File: src/rtl/modport_fifo.sv
// Single-clock byte FIFO with occupancy counter, full/empty flags and
// one-cycle overflow/underflow pulses for rejected accesses.
module modport_fifo #(
   parameter int DATA_WIDTH = 8,
   parameter int DEPTH      = 8,
   parameter int CNT_WIDTH  = 4
) (
   input  logic                  wr_clk,
   input  logic                  rst,
   input  logic                  wr_en,
   input  logic [DATA_WIDTH-1:0] wdata,
   input  logic                  rd_en,
   output logic [DATA_WIDTH-1:0] rdata,
   output logic                  full,
   output logic                  empty,
   output logic [CNT_WIDTH-1:0]  fifo_counter,
   output logic                  overflow,
   output logic                  underflow
);

   localparam int                   PTR_WIDTH = $clog2(DEPTH);
   localparam logic [CNT_WIDTH-1:0] CNT_FULL  = CNT_WIDTH'(DEPTH);
   localparam logic [CNT_WIDTH-1:0] CNT_ZERO  = CNT_WIDTH'(0);
   localparam logic [CNT_WIDTH-1:0] CNT_ONE   = CNT_WIDTH'(1);
   localparam logic [PTR_WIDTH-1:0] PTR_ZERO  = PTR_WIDTH'(0);
   localparam logic [PTR_WIDTH-1:0] PTR_ONE   = PTR_WIDTH'(1);

   logic [DATA_WIDTH-1:0] mem_r [DEPTH];
   logic [PTR_WIDTH-1:0]  wptr_r;
   logic [PTR_WIDTH-1:0]  rptr_r;
   logic [CNT_WIDTH-1:0]  cnt_r;
   logic                  wr_accept_s;
   logic                  rd_accept_s;

   // Flag decode and access acceptance, all from the pre-edge counter.
   always_comb begin
      full        = (cnt_r == CNT_FULL);
      empty       = (cnt_r == CNT_ZERO);
      wr_accept_s = wr_en && !full;
      rd_accept_s = rd_en && !empty;
   end

   assign fifo_counter = cnt_r;

   // Storage array; not cleared by reset, but reset blocks a same-cycle write.
   always_ff @(posedge wr_clk) begin
      if (!rst && wr_accept_s) begin
         mem_r[wptr_r] <= wdata;
      end
   end

   // Pointers wrap naturally since they are exactly log2(DEPTH) bits wide.
   always_ff @(posedge wr_clk) begin
      if (rst) begin
         wptr_r <= PTR_ZERO;
         rptr_r <= PTR_ZERO;
      end else begin
         if (wr_accept_s) begin
            wptr_r <= wptr_r + PTR_ONE;
         end
         if (rd_accept_s) begin
            rptr_r <= rptr_r + PTR_ONE;
         end
      end
   end

   // Occupancy counter: moves only when exactly one side is accepted.
   always_ff @(posedge wr_clk) begin
      if (rst) begin
         cnt_r <= CNT_ZERO;
      end else begin
         case ({wr_accept_s, rd_accept_s})
            2'b10:   cnt_r <= cnt_r + CNT_ONE;
            2'b01:   cnt_r <= cnt_r - CNT_ONE;
            default: cnt_r <= cnt_r;
         endcase
      end
   end

   // Registered read data (held when no read is accepted) and error pulses.
   always_ff @(posedge wr_clk) begin
      if (rst) begin
         rdata     <= {DATA_WIDTH{1'b0}};
         overflow  <= 1'b0;
         underflow <= 1'b0;
      end else begin
         if (rd_accept_s) begin
            rdata <= mem_r[rptr_r];
         end
         overflow  <= wr_en && full;
         underflow <= rd_en && empty;
      end
   end

endmodule

File: config.mk
export PLATFORM = sky130hd
export DESIGN_NAME = modport_fifo
export DESIGN_NICKNAME = d
export VERILOG_FILES = /design/src/rtl/modport_fifo.sv
export SDC_FILE = /design/constraint.sdc
export NUM_CORES = 1
export LEC_CHECK = 0
export CORE_UTILIZATION = 29
export DETAILED_ROUTE_END_ITERATION = 6
export PLACE_DENSITY_LB_ADDON = 0.12
export SLEW_MARGIN = 20
export SYNTH_ARGS = -nofsm -noshare
export SYNTH_HDL_FRONTEND = slang
export SYNTH_SLANG_ARGS = --single-unit
File: constraint.sdc
create_clock -name wr_clk -period 2.6 [get_ports wr_clk]
set_input_delay 0.52 -clock wr_clk [delete_from_list [all_inputs] [get_ports wr_clk]]
set_output_delay 0.52 -clock wr_clk [all_outputs]
set_load 0.1 [all_outputs]
==> impl_metrics.ini, run 1 <==
[cells_and_area]
antenna_cells = 0
fin_area_sq_mm = 0.004205
area_growth_pct = 23.98
num-nets-final = 257
drive_above_1_share_pct = 33.47

[worst_hold_path]
worstHoldEndpoint = rdata[7]
whs_path_depth = 2
hold_path.startpoint = rdata[7]
hold_class = flip-flop to flip-flop

[timing]
hold_viol_final = 0
slew_violations = 0
rsz0062_at_grt = no
period_needed_ns = 2.331
post-route-period-util_pct = 89.67
clock_skew_ns = 0.008150
worst_slew_pin_slew_ns = 0.3734
fmax_ghz = 0.4289
finalSetupViolCount = 0
setup_ws_ns = 0.2686
relSlewSlack_pct = 75.11
finalSetupTns_ns = 0

[yosys]
syn_area_sq_mm = 0.003392
muxShareOfSynthArea_pct = 12.10
synth_xor_area_share_pct = 1.807
synth_top_family_by_area = multiplexers
synth_cell_type_count = 38
ys_ff_latch = 84
synth_flop_cell = edfxtp_1
synth_fa_ha_area_share_pct = 1.844
yosysWarnings = 0
synth_edf_count = 64
syn_avg_cell_area_sq_um = 17.22
synth-compound-area-share_pct = 3.394
syn_inst = 197
ys_seq_area_share_pct = 68.46
synthArstFlopShare_pct = 0
yosys.area_share.simple_pct = 9.923
synth_nets = 214

[worst_setup_path]
path_class = flip-flop to flip-flop
r2r_setup_slack_ns = 0.27
arrival_ns = 2.55
reg2reg_to = fifo_counter[3]
r2r_start = fifo_counter[0]
worstRegToRegCells = 6
critPathCaptureType = flip-flop
cp.required_ns = 2.82
path_max_fanout = 8
cp-start-kind = flip-flop

[global_route]
overflow = 0
grt_pass1_wl_um = 10740
antenna_found_initial = 0
grt_pass1_vias = 1822
grt_max_degree = 21
track_usage_pct = 12.67

[clock_network]
cts-hold-fix-buffers = 0
insertion_delay_ns = 0.33
cts.clk_slew.worst_paths_ns = 0.06
cts_buffer_depth = 2
cts_tree = done
ctsResizeCount = 0
cts_setup_buffers = 0
cts_root_buffer = clkbuf_16
htreeDepth = 3
cts_made_buffers = 9
cts_sinks = 84

[routing]
via_count = 1820
drt-total-wl_um = 6849
first_pass_iters = 4
drtAntennaViolNets = 0
wl_per_cell_um = 17.65
viasPerCell = 4.691
drt-initial-drc-count = 111
drc = 0

[pwr]
total_power_uw = 4857
power_density_mw_per_mm2 = 1155
switchingPower_uw = 1877
seq_power_share_pct = 35.3
p_sw_share_pct = 38.64
p_int_uw = 2980
comb_power_share_pct = 36.4
vdd_drop_max_uv = 740.3
p_leak_uw = 0.001462
clkPwrFrac_pct = 28.3

[floorplan]
core_sq_mm = 0.01142
dieArea_sq_mm = 0.01213
num_rows = 39
die_h_um = 110.2
die_w_um = 110.2
ios = 28
start_util_pct = 29.71

[place]
dpl_cell_area_sq_mm = 0.003881
port_buffers = 27
dpl.hpwl_um = 4272
place_congestion = 0.7180
place_ws_ns = 0.1674

[status]
status = completed

[job]
cap_violations = 0
[routing by layer]
metal	GRT usage, %	share of wire [%]
met2	20.13	49
met4	4.511	1.2
met5	0	0
met1	16.72	47
met3	3.351	2.6
[worst max-delay path by stage]
stage | from | endpoint | slack (ns) | cells past startpoint
final | fifo_counter[0] | fifo_counter[3] | 0.27 | 6
after global routing | fifo_counter[0] | fifo_counter[2] | 0.13 | 9
after CTS | fifo_counter[0] | fifo_counter[3] | 0.26 | 6
after detailed placement | wr_en | fifo_counter[3] | 0.17 | 6
after global placement | wr_en | fifo_counter[3] | 0.18 | 6
after floorplan | fifo_counter[1] | mem_r[4][0] | 0.003 | 6
[synth_stat cells (2+ instances only)]
library cell,count,area [sq um]
dfxtp_1,20,400.4
mux2i_1,2,20.02
nor2b_1,4,25.02
nor3_1,2,10.01
buf_2,3,15.01
nand2_2,2,12.51
nor2_1,23,86.33
nor3_2,8,80.08
xor2_1,6,52.55
or3_1,2,12.51
mux4_2,11,247.7
ha_1,5,62.56
a21oi_1,3,15.01
nand2_1,2,7.510
mux4_1,5,131.4
nand2b_1,3,18.77
buf_6,5,56.30
edfxtp_1,64,1922
o22ai_1,8,50.05
[through the flow]
step                      utilization, %  instances  hold slack, ns
final                              36.83        388          0.4970
after global routing               36.83        388          0.5271
after CTS                          36.83        388          0.5075
after detailed placement           33.99        372          0.4920
after global placement             33.99        372          0.4829
after floorplan                        -        197          0.5113
[cells by family after synthesis]
family                     count (synthesis)
AOI/OAI and AO/OA                         16
xor gates and xnor gates                   7
adders and majority gates                  5
buffers and inverters                     11
DFF                                       84
muxes                                     19
and+or+nand+nor                           55
[final cells by class]
type | instances | area (sq um)
clock inverters | 7 | 98.84
repair buffers | 42 | 355.3
multi-input cells | 102 | 1006
inverters | 1 | 3.754
well taps | 143 | 178.9
clock buffers | 9 | 225.2
flip-flops and latches | 84 | 2337
fillers | 1106 | 7213
[registers in the layout, indices dropped and copies added, names as in the netlist]
| name | cells |
|---|---|
| mem_r | 64 |
| rdata | 8 |
| fifo_counter | 4 |
| rptr_r | 3 |
| wptr_r | 3 |
| overflow | 1 |
| underflow | 1 |
[critical path, cell delays in order, from the launching register on]
cell,delay (ns)
dfxtp_4,0.38
or4b_4,0.60
nand2_4,0.12
ha_1,0.24
or3_1,0.36
o32ai_1,0.14
mux2_2,0.36
[cell usage in the layout (no fill, tap or decap), drive strengths merged]
master | netlist | routed
edfxtp | 64 | 64
buf | 9 | 31
nor2 | 23 | 23
dfxtp | 20 | 20
mux4 | 16 | 16
clkdlybuf4s50 | 0 | 11
nor3 | 10 | 10
clkbuf | 1 | 9
o22ai | 8 | 8
xor2 | 6 | 6
ha | 5 | 5
nand2 | 5 | 5
nor2b | 4 | 4
nand2b | 4 | 4
a21oi | 4 | 4
or3 | 3 | 3
clkinv | 0 | 3
inv | 1 | 3
mux2i | 2 | 2
bufinv | 0 | 2
nand3 | 2 | 2
o41a | 1 | 1
or4b | 1 | 1
nand4b | 1 | 1
nor4 | 1 | 1
xnor2 | 1 | 1
o21ai | 1 | 1
a31oi | 1 | 1
o32ai | 1 | 1
mux2 | 1 | 1
and3b | 1 | 1
[power by group through the flow]
stage          registers, uW  logic, uW  clock network, uW
2_1_floorplan           2340        820                  0
3_3_place_gp            1750       1790                  0
3_5_place_dp            1750       1790                  0
4_1_cts                 1720       1790               1410
5_1_grt                 1740       1880               1460
6_report                1720       1770               1370
Power figures use the tool's default switching activity.
==> run 2: changes to the inputs <==
CTS_BUF_LIST = sky130_fd_sc_hd__clkbuf_8   (was default)
==> impl_metrics.ini, run 2 (synthesized netlist as in run 1, its figures left out) <==
[routing]
drt-initial-drc-count = 95
via_count = 1805
wl_per_cell_um = 17.62
first_pass_iters = 4
drtAntennaViolNets = 0
drt-total-wl_um = 6838
drc = 0
viasPerCell = 4.652

[timing]
hold_viol_final = 0
relSlewSlack_pct = 74.58
rsz0062_at_grt = no
fin_hold_ws_ns = 0.5032
clock_skew_ns = 0.01131
finalSetupViolCount = 0
fmax_ghz = 0.4283
worst_slew_pin_slew_ns = 0.3812
slew_violations = 0
period_needed_ns = 2.335
finalSetupTns_ns = 0
post-route-period-util_pct = 89.79
setup_ws_ns = 0.2653

[global_route]
track_usage_pct = 12.71
overflow = 0
antenna_found_initial = 0
grt_max_degree = 21
grt_pass1_vias = 1826
grt_pass1_wl_um = 10760

[worst_setup_path]
cp.required_ns = 2.85
worstRegToRegCells = 6
cp-start-kind = flip-flop
r2r_start = fifo_counter[0]
path_max_fanout = 8
reg2reg_to = fifo_counter[3]
r2r_setup_slack_ns = 0.27
path_class = flip-flop to flip-flop
arrival_ns = 2.58
critPathCaptureType = flip-flop

[pwr]
p_leak_uw = 0.001415
total_power_uw = 4509
vdd_drop_max_uv = 738.1
power_density_mw_per_mm2 = 1099

[cells_and_area]
area_growth_pct = 20.99
antenna_cells = 0
mostFrequentLayoutCells = edfxtp_1 (64), buf_4 (30), nor2_1 (23)
utilization_pct = 35.94
final_common_cell = edfxtp_1
top_register = mem_r
drive_above_1_share_pct = 33.47
largest_reg_flops = 64
num-nets-final = 257

[place]
place_congestion = 0.7180
dpl.hpwl_um = 4272
port_buffers = 27
place_ws_ns = 0.1674

[clock_network]
htreeDepth = 3
cts_root_buffer = clkbuf_8
cts_buffer_depth = 2
cts_tree = done
cts-hold-fix-buffers = 0
cts_made_buffers = 9
ctsResizeCount = 0
cts.clk_slew.worst_paths_ns = 0.09
insertion_delay_ns = 0.35
cts_sinks = 84
cts_setup_buffers = 0

[floorplan]
core_sq_mm = 0.01142
num_rows = 39
dieArea_sq_mm = 0.01213
start_util_pct = 29.71
die_h_um = 110.2
ios = 28
die_w_um = 110.2

[worst_hold_path]
whs_path_depth = 2
hold_path.startpoint = rdata[7]
hold_class = flip-flop to flip-flop
worstHoldEndpoint = rdata[7]

[status]
status = completed

[job]
cap_violations = 0
==> run 2: cell count changes in the layout (fill, tap and decap cells not counted) <==
| cell | before | now |
|---|---|---|
| clkbuf_16 | 9 | 0 |
| clkbuf_8 | 0 | 9 |
==> run 2: layer usage <==
layer | up-vias | share of wire [%] | track usage (%)
met2 | 37 | 50 | 20.45
met1 | 915 | 44 | 16.56
met5 | - | 0 | 0
met4 | 0 | 0.61 | 3.383
li1 | 851 | - | -
met3 | 2 | 4.7 | 4.056
==> run 2: worst max-delay path by stage <==
stage,startpoint,to,cells past startpoint
after global routing,fifo_counter[0],fifo_counter[2],9
after global placement,wr_en,fifo_counter[3],6
after detailed placement,wr_en,fifo_counter[3],6
final,fifo_counter[0],fifo_counter[3],6
after CTS,fifo_counter[0],fifo_counter[3],6
after floorplan,fifo_counter[1],mem_r[4][0],6
==> run 2: power by group <==
group          switching, uW  internal (uW)
clock                    482            549
sequential               119           1590
combinational           1230            535
==> run 2: worst max-delay path, stage by stage (launching register included) <==
cell and delay [ns]:
dfxtp_4 0.39, or4b_4 0.60, nand2_4 0.12, ha_1 0.24, or3_1 0.36, o32ai_1 0.14, mux2_2 0.36
==> run 2: area by class of cell <==
class                      count  area, sq um
multi-input combinational    102         1006
clock inverter                 7        98.84
tap                          143        178.9
fill                        1115         7315
inverter                       1        3.754
clock buffer                   9        123.9
sequential                    84         2337
timing repair buffer          42        355.3
==> run 2: per-stage QoR <==
stage,std cells,area [sq um]
final,388,4104
after floorplan,197,3427
after CTS,388,4104
after detailed placement,372,3881
after global routing,388,4104
after global placement,372,3881
